## config.mk

```make
export PLATFORM = sky130hd
export DESIGN_NAME = fifo8x16_flat
export DESIGN_NICKNAME = d
export VERILOG_FILES = /design/src/rtl/fifo8x16_if.sv /design/src/rtl/fifo8x16.sv /design/src/flat_wrapper.sv
export SDC_FILE = /design/constraint.sdc
export NUM_CORES = 1
export LEC_CHECK = 0
export CORE_AREA = 2 2 113 115
export CTS_CLUSTER_SIZE = 12
export DETAILED_ROUTE_END_ITERATION = 8
export DIE_AREA = 0 0 115 117
export PLACE_DENSITY = 0.83
export RECOVER_POWER = 25
export SYNTH_ARGS = -nofsm -noshare
export SYNTH_HDL_FRONTEND = slang
export SYNTH_SLANG_ARGS = --single-unit
```

## constraint.sdc

```tcl
create_clock -name clk -period 2.6 [get_ports clk]
set_input_delay 0.39 -clock clk [delete_from_list [all_inputs] [get_ports clk]]
set_output_delay 0.39 -clock clk [all_outputs]
set_load 0.01 [all_outputs]
```

## src/rtl/fifo8x16_if.sv

```systemverilog
// Handshake and status bundle between a producer/consumer and the 8x16 FIFO.
//
// Handshake: push is a write request and in is captured on the rising clk
// edge when the push is accepted (not full, or full with a same-cycle pop).
// pop is a read request and discards the head word (shown on out) on the
// rising clk edge when the FIFO is not empty. There is no ready signal; the
// requester observes full/empty and the sticky ovf/udf flags instead.
interface fifo8x16_if;
    logic [15:0] in;
    logic        push;
    logic        pop;
    logic [15:0] out;
    logic        empty;
    logic        full;
    logic [3:0]  count;
    logic        ovf;
    logic        udf;

    // Producer/consumer side
    modport master (
        output in, push, pop,
        input  out, empty, full, count, ovf, udf
    );

    // FIFO side
    modport slave (
        input  in, push, pop,
        output out, empty, full, count, ovf, udf
    );
endinterface

```

## src/rtl/fifo8x16.sv

```systemverilog
// 8-entry, 16-bit synchronous show-ahead FIFO. The head word is read through
// an 8:1 mux selected by the 3-bit read pointer, so out follows state with no
// bypass from in. Overflow and underflow attempts latch sticky flags.
module fifo8x16 (
    input  logic        clk,
    input  logic        reset,
    fifo8x16_if.slave   bus
);
    logic [15:0] mem [8];
    logic [2:0]  wr_ptr;
    logic [2:0]  rd_ptr;
    logic [3:0]  count_q;
    logic        ovf_q;
    logic        udf_q;

    logic        full_w;
    logic        empty_w;
    logic        push_ok;
    logic        pop_ok;

    assign full_w  = (count_q == 4'd8);
    assign empty_w = (count_q == 4'd0);

    // A push while full is still accepted when a pop frees the head slot
    // in the same cycle; a pop while empty is never accepted.
    assign push_ok = bus.push & (~full_w | bus.pop);
    assign pop_ok  = bus.pop & ~empty_w;

    // Register bank, pointers, occupancy count and sticky error flags.
    always_ff @(posedge clk) begin
        if (reset) begin
            for (int i = 0; i < 8; i++) begin
                mem[i] <= 16'h0000;
            end
            wr_ptr  <= 3'd0;
            rd_ptr  <= 3'd0;
            count_q <= 4'd0;
            ovf_q   <= 1'b0;
            udf_q   <= 1'b0;
        end else begin
            if (push_ok) begin
                mem[wr_ptr] <= bus.in;
                wr_ptr      <= wr_ptr + 3'd1;
            end
            if (pop_ok) begin
                rd_ptr <= rd_ptr + 3'd1;
            end
            case ({push_ok, pop_ok})
                2'b10:   count_q <= count_q + 4'd1;
                2'b01:   count_q <= count_q - 4'd1;
                default: count_q <= count_q;
            endcase
            if (bus.push & ~push_ok) begin
                ovf_q <= 1'b1;
            end
            if (bus.pop & empty_w) begin
                udf_q <= 1'b1;
            end
        end
    end

    assign bus.out   = mem[rd_ptr];
    assign bus.empty = empty_w;
    assign bus.full  = full_w;
    assign bus.count = count_q;
    assign bus.ovf   = ovf_q;
    assign bus.udf   = udf_q;
endmodule

```

## src/flat_wrapper.sv

```systemverilog
// flat-port wrapper written by rule: the top's interface ports become plain ports
module fifo8x16_flat 
  (clk, reset, bus_in, bus_push, bus_pop, bus_out, bus_empty, bus_full, bus_count, bus_ovf, bus_udf);
  fifo8x16_if bus_i ();
  input  logic clk;
  input  logic reset;
  input wire logic [$bits(bus_i.in)-1:0] bus_in;
  input wire logic [$bits(bus_i.push)-1:0] bus_push;
  input wire logic [$bits(bus_i.pop)-1:0] bus_pop;
  output wire logic [$bits(bus_i.out)-1:0] bus_out;
  output wire logic [$bits(bus_i.empty)-1:0] bus_empty;
  output wire logic [$bits(bus_i.full)-1:0] bus_full;
  output wire logic [$bits(bus_i.count)-1:0] bus_count;
  output wire logic [$bits(bus_i.ovf)-1:0] bus_ovf;
  output wire logic [$bits(bus_i.udf)-1:0] bus_udf;
  assign bus_i.in = bus_in;
  assign bus_i.push = bus_push;
  assign bus_i.pop = bus_pop;
  assign bus_out = bus_i.out;
  assign bus_empty = bus_i.empty;
  assign bus_full = bus_i.full;
  assign bus_count = bus_i.count;
  assign bus_ovf = bus_i.ovf;
  assign bus_udf = bus_i.udf;
  fifo8x16 u_core (.clk(clk), .reset(reset), .bus(bus_i));
endmodule
```

==> impl_results.md <==
- Status: finished clean
- CP required: between 2000 and 2500 ps
- Final Util: 0.634
- Inst Count DP: 642
- Vias/cell: ~5.8
- RSZ-0062 raised after global routing: no
- Crit. End Element: output port
- Syn_nets: approximately 480
- Pre-CTS WS: slightly above 100 ps
- Nets@finish: 549
- Die Ht: 117 microns
- Skew-Pair Late Insertion Delay: 420 ps
- Clock sinks: 143
- Yosys reg bits: 143
- Final instance count without filler cells: a little under 700
- Clock tree buffer depth: 2
- Fillers: 898
- I/O Pins: 44
- CTS buffer count: 17
- First-pass iteration count of the detailed router: 5
- Hold Vio Cnt, Final: 0
- Post-synthesis async set-or-reset flop share: 0
- Post-layout worst setup margin: 40.6 ps
- Crit-path cells: clkbuf_16 -> buf_4 -> mux4_2 -> mux2_2 -> clkdlybuf4s15_1
- CTS clk-pin slew, worst paths: 60 ps
- Pwr Density: 883 nW/um^2
- DRC: 0
- Post-DP HPWL: 8.07 mm
- Worst rel slew slack: 0.599
- Placer congestion estimate: just under 0.8
- Initial core utilization: 0.519
- Worst hold path class: flip-flop to flip-flop
- CP Launch Type: flip-flop
- Via count: ~4000
- Per-cell routed wire length: 20.5 microns
- Multi-input gate area: 2030 sq um
- Core Rows: 41
- Die W: 115 microns
- Maximum VDD drop: ~570 uV
- Final Max Tran Viols: 0
- Buffers on Ports: 43
- Ys flop type: edfxtp_1
- CTS tree: yes
- Largest net degree at the start of global routing: 33
- # diodes: 0
- Root buf cell: clkbuf_16
- YS warnings: 0
- Fin crit share: 0.984
- Total GRT Usage: 0.222
- EDFF count, synth: 128
- CTS HTree Levels: 4
- Share of cells above drive strength 1: 0.286
- Post-synthesis sequential area ratio: 0.649
- Vias in the first global route: 4170
- Storage element area: 4150 sq um
- Syn Std Cell Area: 6390 sq um
- Antenna violation net count after detailed routing: 0
- Post-Synthesis Cells: 453
- Core Area: 12300 sq um
- Area Growth Syn to Fin: 22.3%
- Initial DRC Count: about 630
- First-pass GRT wire length: 21.7 mm
- Die area: 13500 sq um
- Clk_skew: around 5 ps
- Worst Tran Pin Value: between 600 and 700 ps
- CP Data Arrival Time: 2170 ps
- Yosys cell types: 38
- WS Path Type: flip-flop to output port
- Slowest CP cell: mux4_2
- Final critical-path required period: between 2000 and 3000 ps
- Worst-path fanout max: 6
- Initial antenna violation count: 0
- Syn Area/Cell: 14.1 sq um
- Final wirelength: 14.1 mm
- Fmax: 391 MHz
- Critical path's largest stage delay: 480 ps
- Final setup fails: 0
- Global route overflow: 0
- Pleak: ~0.0028 uW
- Max cap viols: 0
## registers in the layout, indices dropped and copies added, names as in the netlist, named ones only
register	count
u_core.bus.ovf	1
u_core.mem	128
u_core.bus.count	4
u_core.wr_ptr	3
u_core.bus.udf	1
u_core.rd_ptr	3
## metrics by stage
stage	setup TNS, ps	total power [uW]	hold slack [ps]	cell area (sq um)
5_1_grt	0	7140	530	7810
2_1_floorplan	-568	3720	454	6390
3_5_place_dp	0	4270	469	7050
6_report	0	6900	474	7810
4_1_cts	0	6800	480	7720
3_3_place_gp	0	4220	466	7050
## final cells by class
class / count / share of cell area
sequential: 143 / 0.531
multi-input combinational: 276 / 0.260
inverter: 5 / 0.00256
clock inverter: 13 / 0.0218
clock buffer: 19 / 0.0554
tap: 150 / 0.0240
timing repair buffer: 82 / 0.105
## cells by family after synthesis
kind of cell               count (synthesis)  synth area share
buffers and inverters                     34            0.0337
AOI/OAI and AO/OA                         21            0.0219
muxes                                     50             0.144
DFF                                      143             0.649
xor gates and xnor gates                   5           0.00685
adders and majority gates                  4           0.00783
and+or+nand+nor                          196             0.137
## worst max-delay path, delay by kind of cell (launching register included)
kind | cells | cell delay [ps]
multiplexers | 2 | 760
flip-flops | 1 | 450
buffers and inverters | 3 | 540
## where the power goes
| group | switching, uW | internal [uW] |
|---|---|---|
| clock network | 904 | 1590 |
| registers | 98.0 | 2670 |
| logic | 739 | 897 |
## cell usage after synthesis (4+ instances only)
cell type  count  share of area
a21oi_1        6         0.0047
buf_2         12         0.0094
clkbuf_1      10         0.0059
dfxtp_1       15          0.047
edfxtp_1     128           0.60
ha_1           4         0.0078
mux2_2        16          0.028
mux4_2        32           0.11
nand2_1       39          0.023
nor2_1       111          0.065
nor2_2        30          0.029
o21bai_1       8         0.0094
xor2_1         5         0.0069
## routing by layer
| layer | vias to the layer above | track usage | wire (microns) |
|---|---|---|---|
| met3 | 32 | 0.0546 | 1230 |
| met2 | 182 | 0.387 | 7270 |
| li1 | 1793 | - | - |
| met4 | 0 | 0.0964 | 344 |
| met1 | 1954 | 0.265 | 5260 |
| met5 | - | 0 | 0 |
## path summary, 6_finish.rpt
kind | from | end | slack, ps | cells past startpoint
worst min register to register | u_core.bus.ovf$_SDFFE_PP0P_ | u_core.bus.ovf$_SDFFE_PP0P_ | 470 | 2
worst max-delay path | flip-flop | bus_out[3] | 40 | 5
worst min-delay path | u_core.bus.ovf$_SDFFE_PP0P_ | u_core.bus.ovf$_SDFFE_PP0P_ | 470 | 2
worst max register to register | u_core.bus.count[0]$_SDFFE_PP0P_ | u_core.bus.count[2]$_SDFFE_PP0P_ | 180 | 9
## cell usage in the layout (no fill, tap or decap), drive strengths merged, types with 2 or more instances in the layout
master and n:
clkbuf 27, mux2 17, mux4 32, or4 2, o21a 2, nor2 141, dlygate4sd2 5, nand3 4
ha 4, xor2 5, clkdlybuf4s50 21, nor2b 2, dlygate4sd3 6, nand2 39, bufinv 4, dfxtp 15
o21bai 8, inv 4, nand3b 2, clkinv 8, edfxtp 128, clkdlybuf4s15 11, a21oi 6, buf 31
clkinvlp 2
## what timing repair did
action / 4_1_cts / 5_1_grt
hold buffers: 0 / 0
gates resized for setup: 19 / 15
endpoints found under the setup margin: 16 / 8
buffers inserted: 2 / 9
gates cloned: 2 / 1
(Power assumes the default switching activity.)
